--- config.mk ---
export PLATFORM = sky130hd
export DESIGN_NAME = spi_rx_registers_flat
export DESIGN_NICKNAME = d
export VERILOG_FILES = /design/src/rtl/spi_regs_pkg.sv /design/src/rtl/spi_rx_registers_if.sv /design/src/rtl/spi_rx_registers_sync_edge.sv /design/src/rtl/spi_rx_registers.sv /design/src/flat_wrapper.sv
export SDC_FILE = /design/constraint.sdc
export NUM_CORES = 1
export LEC_CHECK = 0
export CAP_MARGIN = 20
export CORE_MARGIN = 1.5
export CORE_UTILIZATION = 50
export DETAILED_ROUTE_END_ITERATION = 7
export GPL_TIMING_DRIVEN = 0
export PLACE_DENSITY = 0.84
export SYNTH_ARGS = -nofsm -noshare
export SYNTH_HDL_FRONTEND = slang
export SYNTH_HIERARCHICAL = 1
export SYNTH_SLANG_ARGS = --single-unit
--- constraint.sdc ---
create_clock -name clk -period 3.7 [get_ports clk]
set_clock_uncertainty 0.1 [all_clocks]
set_input_delay 0.74 -clock clk [delete_from_list [all_inputs] [get_ports clk]]
set_output_delay 0.74 -clock clk [all_outputs]
set_load 0.03 [all_outputs]
--- src/rtl/spi_regs_pkg.sv ---
// Shared constants, types and helpers for the SPI configuration register slave.
package spi_regs_pkg;

    localparam int unsigned DATA_W = 8;
    localparam int unsigned ADDR_W = 8;
    localparam int unsigned CNT_W  = 3;

    // Register map
    localparam logic [ADDR_W-1:0] ADDR_CONTROL   = 8'h00;
    localparam logic [ADDR_W-1:0] ADDR_FREQ_LOW  = 8'h02;
    localparam logic [ADDR_W-1:0] ADDR_FREQ_MID  = 8'h03;
    localparam logic [ADDR_W-1:0] ADDR_FREQ_HIGH = 8'h04;
    localparam logic [ADDR_W-1:0] ADDR_DUTY      = 8'h05;
    localparam logic [ADDR_W-1:0] ADDR_VOLUME    = 8'h06;
    localparam logic [ADDR_W-1:0] ADDR_STATUS    = 8'h12;

    // Reset values
    localparam logic [DATA_W-1:0] RST_CONTROL   = 8'h00;
    localparam logic [DATA_W-1:0] RST_FREQ_LOW  = 8'h00;
    localparam logic [DATA_W-1:0] RST_FREQ_MID  = 8'h00;
    localparam logic [DATA_W-1:0] RST_FREQ_HIGH = 8'h00;
    localparam logic [DATA_W-1:0] RST_DUTY      = 8'h80;
    localparam logic [DATA_W-1:0] RST_VOLUME    = 8'hFF;
    localparam logic [DATA_W-1:0] RST_STATUS    = 8'h00;

    // Byte phase within a chip-select frame
    typedef enum logic {
        PH_ADDR = 1'b0,
        PH_DATA = 1'b1
    } phase_e;

    // One pending register write
    typedef struct packed {
        logic [ADDR_W-1:0] addr;
        logic [DATA_W-1:0] data;
    } wr_req_t;

    // True for addresses that map onto a writable register
    function automatic logic is_writable(input logic [ADDR_W-1:0] addr);
        return (addr == ADDR_CONTROL) ||
               ((addr >= ADDR_FREQ_LOW) && (addr <= ADDR_VOLUME));
    endfunction

endpackage

--- src/rtl/spi_rx_registers_if.sv ---
// SPI pin bundle: the external master drives, the register slave listens.
interface spi_rx_registers_if;

    logic spi_sck;
    logic spi_mosi;
    logic spi_cs;

    modport master (
        output spi_sck,
        output spi_mosi,
        output spi_cs
    );

    modport slave (
        input spi_sck,
        input spi_mosi,
        input spi_cs
    );

endinterface

--- src/rtl/spi_rx_registers_sync_edge.sv ---
// Brings the SPI pins into the clk domain and flags SCK rising / CS falling edges.
module spi_sync_edge #(
    parameter int unsigned SYNC_STAGES = 2
) (
    input  logic clk,
    input  logic rst,
    input  logic sck_i,
    input  logic mosi_i,
    input  logic cs_i,
    output logic sck_rise_c_o,
    output logic cs_fall_c_o,
    output logic cs_o,
    output logic mosi_o
);

    logic [SYNC_STAGES-1:0] sck_sync_q;
    logic [SYNC_STAGES-1:0] mosi_sync_q;
    logic [SYNC_STAGES-1:0] cs_sync_q;
    logic                   sck_prev_q;
    logic                   cs_prev_q;

    // Synchroniser chains. The CS chain resets low so that a CS held low across
    // reset never looks like a fresh falling edge; only a genuine high-to-low
    // transition observed after reset re-arms the slave.
    always_ff @(posedge clk) begin
        if (rst) begin
            sck_sync_q  <= '0;
            mosi_sync_q <= '0;
            cs_sync_q   <= '0;
            sck_prev_q  <= 1'b0;
            cs_prev_q   <= 1'b0;
        end else begin
            sck_sync_q  <= {sck_sync_q[SYNC_STAGES-2:0], sck_i};
            mosi_sync_q <= {mosi_sync_q[SYNC_STAGES-2:0], mosi_i};
            cs_sync_q   <= {cs_sync_q[SYNC_STAGES-2:0], cs_i};
            sck_prev_q  <= sck_sync_q[SYNC_STAGES-1];
            cs_prev_q   <= cs_sync_q[SYNC_STAGES-1];
        end
    end

    // Edge pulses from the synchronised levels
    always_comb begin
        sck_rise_c_o = sck_sync_q[SYNC_STAGES-1] & ~sck_prev_q;
        cs_fall_c_o  = cs_prev_q & ~cs_sync_q[SYNC_STAGES-1];
    end

    assign cs_o   = cs_sync_q[SYNC_STAGES-1];
    assign mosi_o = mosi_sync_q[SYNC_STAGES-1];

endmodule

--- src/rtl/spi_rx_registers.sv ---
// Write-only SPI Mode 0 slave decoding [addr][data...] frames into config registers.
module spi_rx_registers
    import spi_regs_pkg::*;
#(
    parameter int unsigned SYNC_STAGES = 2
) (
    input  logic                clk,
    input  logic                rst,
    spi_rx_registers_if.slave   spi,
    input  logic                status_gate_active,
    input  logic                status_osc_running,
    output logic [DATA_W-1:0]   reg_control,
    output logic [DATA_W-1:0]   reg_freq_low,
    output logic [DATA_W-1:0]   reg_freq_mid,
    output logic [DATA_W-1:0]   reg_freq_high,
    output logic [DATA_W-1:0]   reg_duty,
    output logic [DATA_W-1:0]   reg_volume,
    output logic [DATA_W-1:0]   reg_status
);

    logic sck_rise;
    logic cs_fall;
    logic cs_sync;
    logic mosi_sync;

    spi_sync_edge #(
        .SYNC_STAGES (SYNC_STAGES)
    ) u_sync_edge (
        .clk          (clk),
        .rst          (rst),
        .sck_i        (spi.spi_sck),
        .mosi_i       (spi.spi_mosi),
        .cs_i         (spi.spi_cs),
        .sck_rise_c_o (sck_rise),
        .cs_fall_c_o  (cs_fall),
        .cs_o         (cs_sync),
        .mosi_o       (mosi_sync)
    );

    logic              armed_q;
    logic [CNT_W-1:0]  bit_cnt_q;
    logic [DATA_W-1:0] shift_q;
    logic [ADDR_W-1:0] addr_q;
    phase_e            phase_q;
    phase_e            phase_d;
    logic              wr_vld_q;
    wr_req_t           wr_q;

    logic              shift_en_c;
    logic              byte_done_c;
    logic [DATA_W-1:0] byte_c;
    logic              latch_addr_c;
    logic              write_req_c;

    logic [DATA_W-1:0] reg_control_q;
    logic [DATA_W-1:0] reg_freq_low_q;
    logic [DATA_W-1:0] reg_freq_mid_q;
    logic [DATA_W-1:0] reg_freq_high_q;
    logic [DATA_W-1:0] reg_duty_q;
    logic [DATA_W-1:0] reg_volume_q;
    logic [DATA_W-1:0] reg_status_q;

    // Bit capture qualifiers; the completed byte includes the bit arriving now
    always_comb begin
        shift_en_c  = armed_q & ~cs_sync & sck_rise;
        byte_c      = {shift_q[DATA_W-2:0], mosi_sync};
        byte_done_c = shift_en_c && (bit_cnt_q == CNT_W'(7));
    end

    // Shifter, bit counter and arming; after reset only a new CS fall re-arms
    always_ff @(posedge clk) begin
        if (rst) begin
            armed_q   <= 1'b0;
            bit_cnt_q <= '0;
            shift_q   <= '0;
        end else begin
            if (cs_fall) begin
                armed_q <= 1'b1;
            end
            if (cs_sync) begin
                bit_cnt_q <= '0;
            end else if (shift_en_c) begin
                bit_cnt_q <= bit_cnt_q + CNT_W'(1);
                shift_q   <= byte_c;
            end
        end
    end

    // Phase state register
    always_ff @(posedge clk) begin
        if (rst) begin
            phase_q <= PH_ADDR;
        end else begin
            phase_q <= phase_d;
        end
    end

    // Phase next-state: first byte is the address, CS high returns to address phase
    always_comb begin
        phase_d = phase_q;
        if (cs_sync) begin
            phase_d = PH_ADDR;
        end else if (byte_done_c && (phase_q == PH_ADDR)) begin
            phase_d = PH_DATA;
        end
    end

    // Phase outputs: latch the pointer or issue a data write on byte completion
    always_comb begin
        latch_addr_c = 1'b0;
        write_req_c  = 1'b0;
        if (byte_done_c) begin
            case (phase_q)
                PH_ADDR: latch_addr_c = 1'b1;
                PH_DATA: write_req_c  = 1'b1;
                default: ;
            endcase
        end
    end

    // Address pointer with auto-increment across a burst
    always_ff @(posedge clk) begin
        if (rst) begin
            addr_q <= '0;
        end else if (latch_addr_c) begin
            addr_q <= byte_c;
        end else if (write_req_c) begin
            addr_q <= addr_q + ADDR_W'(1);
        end
    end

    // Write request stage; unmapped addresses are dropped here
    always_ff @(posedge clk) begin
        if (rst) begin
            wr_vld_q <= 1'b0;
            wr_q     <= '0;
        end else begin
            wr_vld_q <= write_req_c && is_writable(addr_q);
            if (write_req_c) begin
                wr_q <= '{addr: addr_q, data: byte_c};
            end
        end
    end

    // Writable register bank
    always_ff @(posedge clk) begin
        if (rst) begin
            reg_control_q   <= RST_CONTROL;
            reg_freq_low_q  <= RST_FREQ_LOW;
            reg_freq_mid_q  <= RST_FREQ_MID;
            reg_freq_high_q <= RST_FREQ_HIGH;
            reg_duty_q      <= RST_DUTY;
            reg_volume_q    <= RST_VOLUME;
        end else if (wr_vld_q) begin
            case (wr_q.addr)
                ADDR_CONTROL:   reg_control_q   <= wr_q.data;
                ADDR_FREQ_LOW:  reg_freq_low_q  <= wr_q.data;
                ADDR_FREQ_MID:  reg_freq_mid_q  <= wr_q.data;
                ADDR_FREQ_HIGH: reg_freq_high_q <= wr_q.data;
                ADDR_DUTY:      reg_duty_q      <= wr_q.data;
                ADDR_VOLUME:    reg_volume_q    <= wr_q.data;
                default: ;
            endcase
        end
    end

    // Read-only status snapshot of the core flags
    always_ff @(posedge clk) begin
        if (rst) begin
            reg_status_q <= RST_STATUS;
        end else begin
            reg_status_q <= {6'b0, status_osc_running, status_gate_active};
        end
    end

    assign reg_control   = reg_control_q;
    assign reg_freq_low  = reg_freq_low_q;
    assign reg_freq_mid  = reg_freq_mid_q;
    assign reg_freq_high = reg_freq_high_q;
    assign reg_duty      = reg_duty_q;
    assign reg_volume    = reg_volume_q;
    assign reg_status    = reg_status_q;

endmodule

--- src/flat_wrapper.sv ---
// flat-port wrapper written by rule: the top's interface ports become plain ports
module spi_rx_registers_flat import spi_regs_pkg::*;
#(
    parameter int unsigned SYNC_STAGES = 2
)
  (clk, rst, status_gate_active, status_osc_running, reg_control, reg_freq_low, reg_freq_mid, reg_freq_high, reg_duty, reg_volume, reg_status, spi_spi_sck, spi_spi_mosi, spi_spi_cs);
  spi_rx_registers_if spi_i ();
  input  logic clk;
  input  logic rst;
  input  logic status_gate_active;
  input  logic status_osc_running;
  output logic [DATA_W-1:0] reg_control;
  output logic [DATA_W-1:0] reg_freq_low;
  output logic [DATA_W-1:0] reg_freq_mid;
  output logic [DATA_W-1:0] reg_freq_high;
  output logic [DATA_W-1:0] reg_duty;
  output logic [DATA_W-1:0] reg_volume;
  output logic [DATA_W-1:0] reg_status;
  input wire logic [$bits(spi_i.spi_sck)-1:0] spi_spi_sck;
  input wire logic [$bits(spi_i.spi_mosi)-1:0] spi_spi_mosi;
  input wire logic [$bits(spi_i.spi_cs)-1:0] spi_spi_cs;
  assign spi_i.spi_sck = spi_spi_sck;
  assign spi_i.spi_mosi = spi_spi_mosi;
  assign spi_i.spi_cs = spi_spi_cs;
  spi_rx_registers #(.SYNC_STAGES(SYNC_STAGES)) u_core (.clk(clk), .rst(rst), .spi(spi_i), .status_gate_active(status_gate_active), .status_osc_running(status_osc_running), .reg_control(reg_control), .reg_freq_low(reg_freq_low), .reg_freq_mid(reg_freq_mid), .reg_freq_high(reg_freq_high), .reg_duty(reg_duty), .reg_volume(reg_volume), .reg_status(reg_status));
endmodule
Word level (Yosys, flattened, before mapping)
Cells that the tools add are included.
- bits of input ports: 7
- output and inout port bits: 56
- RAM bits: 0
- register bits: 101
- memories kept: 0
- latch bits: 0
- memory bits (read-only): 0
- $lt $le $gt $ge: 2
- shift operators: 0
- reduce and logical (&&, ||, !) cells: 16
- multipliers: 0
- equal/unequal tests: 6
- bitwise operators: 7
- divide/modulo/power cells: 0
- add/subtract/negate cells: 2
- multiplexer cells: 6
- operators by type and width (operator ; number):
    $eq 8x3->1 const B ; 3
    $eq 8x2->1 const B ; 2
    $logic_not 8->1 ; 2
    $mux 8 ; 2
    $reduce_and 2->1 ; 7
    $add 8x1->8 const B ; 1
    $ge 8x2->1 const B ; 1
    $le 8x3->1 const B ; 1
    $and 1x1->1 ; 4
    $logic_and 1x1->1 ; 4
    $mux 1 ; 4
    $add 3x1->3 const B ; 1
    $eq 3x3->1 const B ; 1
    $not 1->1 ; 3
    $reduce_bool 2->1 ; 1
    $reduce_or 2->1 ; 1
    $logic_or 1x1->1 ; 1

Logic depth before layout (Yosys ltp)
Gate-level depths: netlist (run 1).
- word-level depth: 7
- mapped depth: 7
- depth with buffers taken out: 5

By module
The synthesis (run 1) kept the hierarchy.
- by module, submodules not included (module ; times used ; area an instance (um2) ; cells each ; seq. area each (um2)):
    spi_rx_registers ; 1 ; 3736.1 ; 383 ; 1741.7
    spi_sync_edge ; 1 ; 222.7 ; 18 ; 160.2

Worst setup path before layout (run 1)
Ideal clock, no wire load.
- path type: input -> register
- start point: input rst
- end point: register u_core.addr_q[5]
- path slack: 1.928 ns
- stages on the path: 4
- arrival: 1.539 ns
- data required time: 3.467 ns
- cells stage by stage: clkbuf_1 -> clkbuf_1 -> buf_2 -> o221ai_1
- RTL lines (element ; line ; source):
    from (decl) ; flat_wrapper.sv:9 ; input logic rst;
    to (signal assigned) ; spi_rx_registers.sv:126 ; addr_q <= byte_c;
    to (signal assigned) ; spi_rx_registers.sv:128 ; addr_q <= addr_q + ADDR_W'(1);
    to (decl) ; spi_rx_registers.sv:43 ; logic [ADDR_W-1:0] addr_q;
No word-level cell between the ends.

==> results by group, run 1 <==
Clock network
  – Post-CTS Repair Setup Buffers: 0
  – Insertion delay to the later sink of the worst-skew pair: 0.35 ns
  – Cts-stage hold buffer count: 0
  – TritonCTS clock tree: yes
  – Post_cts resized: 0
  – H-tree depth: 3
  – Num Clock Sinks: 95
  – Clock Tree Root: clkbuf_8
  – Reg clk slew, reported paths: 0.09 ns
  – Total CTS buffers: 9
  – CTS max path bufs: 2

STA
  – Final worst slack: 1.129 ns
  – Final setup fails: 0
  – Fin crit period: 2.571 ns
  – Fin Setup TNS: 0 ns
  – Final period util: 69.48%
  – Fmax: 389.0 MHz
  – Max Slew Vio Count: 0
  – Unrepaired setup endpoints after global routing: false
  – Slew headroom: 60.19%
  – Final hold vios: 0
  – Actual slew at the worst max-slew pin: 0.5959 ns

Detailed routing
  – Per-cell routed wire length: 15.13 µm
  – First-pass detailed-route iteration total: 4
  – Routed Antenna Nets: 0
  – DRT iter0 DRCs: 181
  – Via total after detailed routing: 3094
  – Drt drc: 0
  – Vias per cell: 5.334
  – WL final: 8776 µm

Layout
  – Fill cells: 635
  – Reg area: 1902 µm²
  – Final nets: 485
  – Multi-input gate area: 1891 µm²
  – Layout area overhead: 22.44%
  – Layout cells sized above 1: 7.322%
  – Diode count: 0

Logic synthesis
  – Ys async rst share: 0%
  – Top-count cell post-synth: dfxtp_1
  – Synth Cell Area: 3959 µm²
  – Post-synthesis register bit count: 95
  – Top cells by count, synth: dfxtp_1, mux2i_1, nand2b_1
  – Distinct cell type count after synthesis: 37
  – Most used DFF post-synth: dfxtp_1
  – Yosys warns: 6
  – Number of enable flip-flop cells after synthesis: 0
  – Post-synthesis sequential area ratio: 48.04%
  – Syn avg cell area: 9.872 µm²
  – Cells after Synth: 401
  – Area leader, netlist: dfxtp_1
  – Synth area leaders: dfxtp_1, mux2i_1, nand2b_1
  – Post-synth top area share: 48.04%

Placement
  – Gpl congestion: 0.9425
  – Post-Place Worst Slack: 0.7912 ns
  – HPWL Detailed: 6495 µm
  – PortBufs: 56

Setup path
  – Crit start category: input port
  – Crit path max fanout: 10
  – WP data required: 3.82 ns
  – Worst Reg-to-Reg Cells: 5
  – Flop2flop setup slack: 1.84 ns
  – Reg2reg start: u_core/bit_cnt_q[0]$_SDFFE_PP0N_
  – Crit. End Element: register
  – Crit path kind: in2reg
  – Reg-to-reg endpoint: u_core/addr_q[7]$_SDFFE_PP0P_
  – WP data arrival: 2.69 ns

Floorplan
  – Die width: 91.98 µm
  – Chip Height: 91.98 µm
  – Core area: 7687 µm²
  – I/O pin cnt: 63
  – Initial Utilization: 51.50%
  – Rows: 32
  – DIE AREA: 8460 µm²

Status
  – Outcome: finished clean

Global route
  – Total global routing overflow: 0
  – Initial antenna violation count: 0
  – GR Util All Layers: 22.31%
  – First-pass GRT wire length: 14770 µm
  – Vias in the first global route: 3025
  – Pin count of the biggest net entering global routing: 18

Worst hold path
  – Hold path endpoint: u_core/u_sync_edge/sck_sync_q[1]$_SDFF_PP0_
  – Hold path depth: 1
  – Worst hold start: u_core/u_sync_edge/sck_sync_q[0]$_SDFF_PP0_
  – HP Class: reg2reg

Flow run
  – Max-Cap Viols: 0

Pwr
  – Worst vdd ir: 0.3071 mV
  – PD cells: 353.5 nW/µm²
  – Leakage power: 2.008 nW
==> sequential cells by signal, summed over array words and instances (netlist names), 3 cells and up <==
name and cells:
u_core/reg_freq_low 8, u_core/reg_volume 8, u_core/reg_duty 8, u_core/wr_q 16, u_core/bit_cnt_q 3, u_core/addr_q 8, u_core/shift_q 7, u_core/reg_freq_high 8
u_core/reg_control 8, u_core/reg_freq_mid 8
==> per-stage QoR <==
| stage | power (mW) | utilization, % | cell area [µm²] | hold slack, ns | instances |
|---|---|---|---|---|---|
| after global placement | 1.117 | 60.69 | 4666 | 0.3188 | 564 |
| final | 1.714 | 63.05 | 4847 | 0.3519 | 580 |
| after CTS | 1.736 | 63.05 | 4847 | 0.3577 | 580 |
| after global routing | 1.783 | 63.05 | 4847 | 0.3687 | 580 |
| after floorplan | 1.098 | - | 3978 | 0.3138 | 406 |
| after detailed placement | 1.119 | 60.69 | 4666 | 0.3361 | 564 |
==> area by class of cell <==
type | instances | share of cell area, %
inverter | 3 | 0.2323
multi-input combinational | 275 | 39.00
buffer | 33 | 3.588
clock buffer | 10 | 2.633
sequential | 95 | 39.24
timing repair buffer | 56 | 11.56
clock inverter | 6 | 1.110
tap | 102 | 2.633
==> critical path: stages <==
cell and delay [ns]:
clkdlybuf4s50_1 0.63, clkbuf_1 0.48, clkbuf_1 0.35, nand2b_1 0.35, mux2i_1 0.13
==> layout by cell type (no fill, tap or decap), drive strengths merged, types with 7 or more instances in the layout <==
cell type,n
dfxtp,95
nand3,23
o21ai,16
nand2b,49
a21oi,18
nor2,29
buf,13
clkbuf,30
nor2b,21
clkdlybuf4s50,56
mux2i,62
nand2,7
==> kinds of logic after synthesis <==
logic type	synth area share, %
simple gates	22.63
other cells	0.09473
fa+ha+maj	1.580
mux	15.68
buf+inv	4.677
compound gates	7.080
flops	48.04
xor+xnor	0.2213
==> where the power goes <==
group / switching [mW] / total, mW / internal (mW)
Sequential: 0.00273 / 1.03 / 1.03
Clock: 0.364 / 0.619 / 0.255
Combinational: 0.0368 / 0.0653 / 0.0285
==> how the worst max path moves through the flow <==
stage / slack [ns] / from / cells past startpoint / to
6_report: 1.13 / rst / 5 / u_core/reg_freq_high[4]$_SDFFE_PP0P_
5_1_grt: 0.96 / rst / 6 / u_core/reg_duty[7]$_SDFFE_PP1P_
4_1_cts: 1.15 / rst / 5 / u_core/addr_q[5]$_SDFFE_PP0P_
3_5_place_dp: 0.79 / rst / 5 / u_core/reg_control[6]$_SDFFE_PP0P_
3_3_place_gp: 0.82 / rst / 5 / u_core/addr_q[5]$_SDFFE_PP0P_
2_1_floorplan: 1.93 / rst / 4 / u_core/addr_q[5]$_SDFFE_PP0P_
==> routing by layer <==
layer / global-route usage (%) / share of wire, % / vias up
met5: 0 / 0 / -
li1: - / - / 1517
met1: 28.71 / 43 / 1483
met4: 7.051 / 1.0 / 0
met2: 37.72 / 49 / 85
met3: 4.229 / 6.3 / 9
No activity file was read; power rests on OpenSTA's default activity.
==> run 2: changes to the inputs <==
- CORE_UTILIZATION: 50 -> 48
- PLACE_DENSITY: 0.84 -> 0.85
- clock period: 3.7 -> 2.1 ns (I/O delays scaled with it)
==> run 2 against run 1 <==
Effect of this change:
- die area up 4.0%
- critical path depth did not move
- worst hold slack improved by 0.0013 ns
- clock power rose by 87%
- sequential share of layout area fell by 0.091 points
- count of clock-buffer cells in the layout down 1
- final cell count unchanged
- core utilization fell by 1.1 points
- final area grew 0.23%
- highest routed layer unchanged
==> results by group, run 2 (synthesized netlist as in run 1, its figures left out) <==
Status
  – Outcome: finished clean

Clock network
  – Num Clock Sinks: 95
  – Total CTS buffers: 9
  – Cts-stage hold buffer count: 0
  – Insertion delay to the later sink of the worst-skew pair: 0.36 ns
  – Post-CTS Repair Setup Buffers: 0
  – CTS max path bufs: 2
  – Reg clk slew, reported paths: 0.10 ns
  – H-tree depth: 3
  – Clock Tree Root: clkbuf_8
  – TritonCTS clock tree: yes

Setup path
  – Crit-path max cell delay: 0.61 ns
  – Ordered cell list for the critical path: ha_1, ha_1, nand4b_1, or4_1, a31oi_1
  – Critical-path top delay cell: or4_1
  – WP data arrival: 2.17 ns
  – Crit path kind: reg2reg
  – CP most frequent cell: ha_1
  – Crit path max fanout: 7
  – Crit. End Element: register
  – WP data required: 2.29 ns
  – Crit start category: register

Placement
  – HPWL Detailed: 6788 µm
  – Post-DP Area: 4666 µm²
  – Gpl congestion: 0.8954
  – PortBufs: 56

Detailed routing
  – Drt drc: 0
  – Per-cell routed wire length: 16.09 µm
  – Via total after detailed routing: 3114
  – WL final: 9331 µm
  – Routed Antenna Nets: 0
  – Vias per cell: 5.369
  – First-pass detailed-route iteration total: 4
  – DRT iter0 DRCs: 180

Floorplan
  – Initial Utilization: 50.45%
  – Rows: 32
  – I/O pin cnt: 63
  – Die width: 93.82 µm
  – DIE AREA: 8801 µm²
  – Core area: 7848 µm²
  – Chip Height: 93.82 µm

STA
  – Fin crit period: 1.972 ns
  – Unrepaired setup endpoints after global routing: false
  – Fmax: 507.0 MHz
  – Actual slew at the worst max-slew pin: 0.6331 ns
  – Final setup fails: 0
  – Final hold vios: 0
  – Final period util: 93.92%
  – Max Slew Vio Count: 0
  – Slew headroom: 57.70%

Layout
  – Max FFs per register: 16
  – Layout cells sized above 1: 7.950%
  – Most frequent cells in the layout: dfxtp_1, mux2i_1, clkdlybuf4s50_1
  – Fin util: 61.91%
  – Most flops, register: u_core/wr_q
  – Final nets: 485
  – Layout area overhead: 22.72%
  – Finished Cell Area: 4858 µm²
  – Commonest non-fill, non-tap cell in the layout: dfxtp_1
  – Diode count: 0

Pwr
  – PD cells: 635.6 nW/µm²
  – Worst vdd ir: 0.3786 mV
  – Design Power: 3.088 mW
  – Leakage power: 2.026 nW

Global route
  – Vias in the first global route: 3121
  – Pin count of the biggest net entering global routing: 19
  – First-pass GRT wire length: 15380 µm
  – Total global routing overflow: 0
  – GR Util All Layers: 22.58%
  – Initial antenna violation count: 0

Flow run
  – Max-Cap Viols: 0

Worst hold path
  – HP Class: reg2reg
run 2: changes by cell type in the layout (fill, tap and decap cells not counted), sizes merged:
cell	delta
clkbuf	-1
clkinvlp	-2
inv	+1
clkinv	+2
run 2: cell type report:
| type | instances | area (µm²) |
|---|---|---|
| Buffer | 33 | 176.4 |
| Fill cell | 679 | 2989 |
| Clock inverter | 7 | 66.31 |
| Multi-Input combinational cell | 275 | 1891 |
| Sequential cell | 95 | 1902 |
| Clock buffer | 9 | 123.9 |
| Tap cell | 102 | 127.6 |
| Timing Repair Buffer | 56 | 560.5 |
| Inverter | 3 | 11.26 |
run 2: routing by layer:
metal / wire length (µm) / track usage [%] / vias up / part of all wire (%)
met1: 4130 / 28.19 / 1482 / 44
met5: 0 / 0 / - / 0
met3: 386 / 3.560 / 17 / 4.1
met4: 182 / 9.453 / 0 / 2.0
li1: - / - / 1525 / -
met2: 4632 / 38.59 / 90 / 50
run 2: worst max-delay path: cells and delay by family (launching register included):
| family | cells | cell delay [ns] |
|---|---|---|
| DFF | 1 | 0.37 |
| and+or+nand+nor | 2 | 0.92 |
| AOI/OAI and AO/OA | 1 | 0.17 |
| adders and majority gates | 2 | 0.35 |
run 2: worst paths after layout:
path / start / cells past startpoint / endpoint / slack (ns)
hold reg to reg: u_core/u_sync_edge/mosi_sync_q[0]$_SDFF_PP0_ / 1 / u_core/u_sync_edge/mosi_sync_q[1]$_SDFF_PP0_ / 0.35
setup / recovery: u_core/bit_cnt_q[0]$_SDFFE_PP0N_ / 5 / u_core/addr_q[7]$_SDFFE_PP0P_ / 0.13
setup reg to reg: u_core/bit_cnt_q[0]$_SDFFE_PP0N_ / 5 / u_core/addr_q[7]$_SDFFE_PP0P_ / 0.13
hold / removal: u_core/u_sync_edge/mosi_sync_q[0]$_SDFF_PP0_ / 1 / u_core/u_sync_edge/mosi_sync_q[1]$_SDFF_PP0_ / 0.35
run 2: power by group:
part,leakage (nW),switching (mW),total [mW],internal (mW)
logic,1.16,0.0640,0.115,0.0505
clock network,0.0949,0.702,1.16,0.457
registers,0.767,0.00523,1.81,1.81
run 2: what timing repair did:
item / 4_1_cts / 5_1_grt
gates resized for setup: 1 / 2
hold endpoints to repair: 0 / 0
endpoints found under the setup margin: 60 / 30
run 2: per-stage QoR:
step	hold WS [ns]	instances	TNS [ns]	setup WS [ns]
after floorplan	0.3138	406	0	0.4571
after CTS	0.3500	580	0	0.05381
after global placement	0.3206	564	-34.24	-0.5237
final	0.3532	580	0	0.1277
after global routing	0.3544	580	0	0.0009985
after detailed placement	0.3309	564	-35.87	-0.5311
==> run 3: changes to the inputs <==
- SLEW_MARGIN: default -> 10
==> results of run 3 <==
Final layout, timing and power as in run 2 (identical DEF).
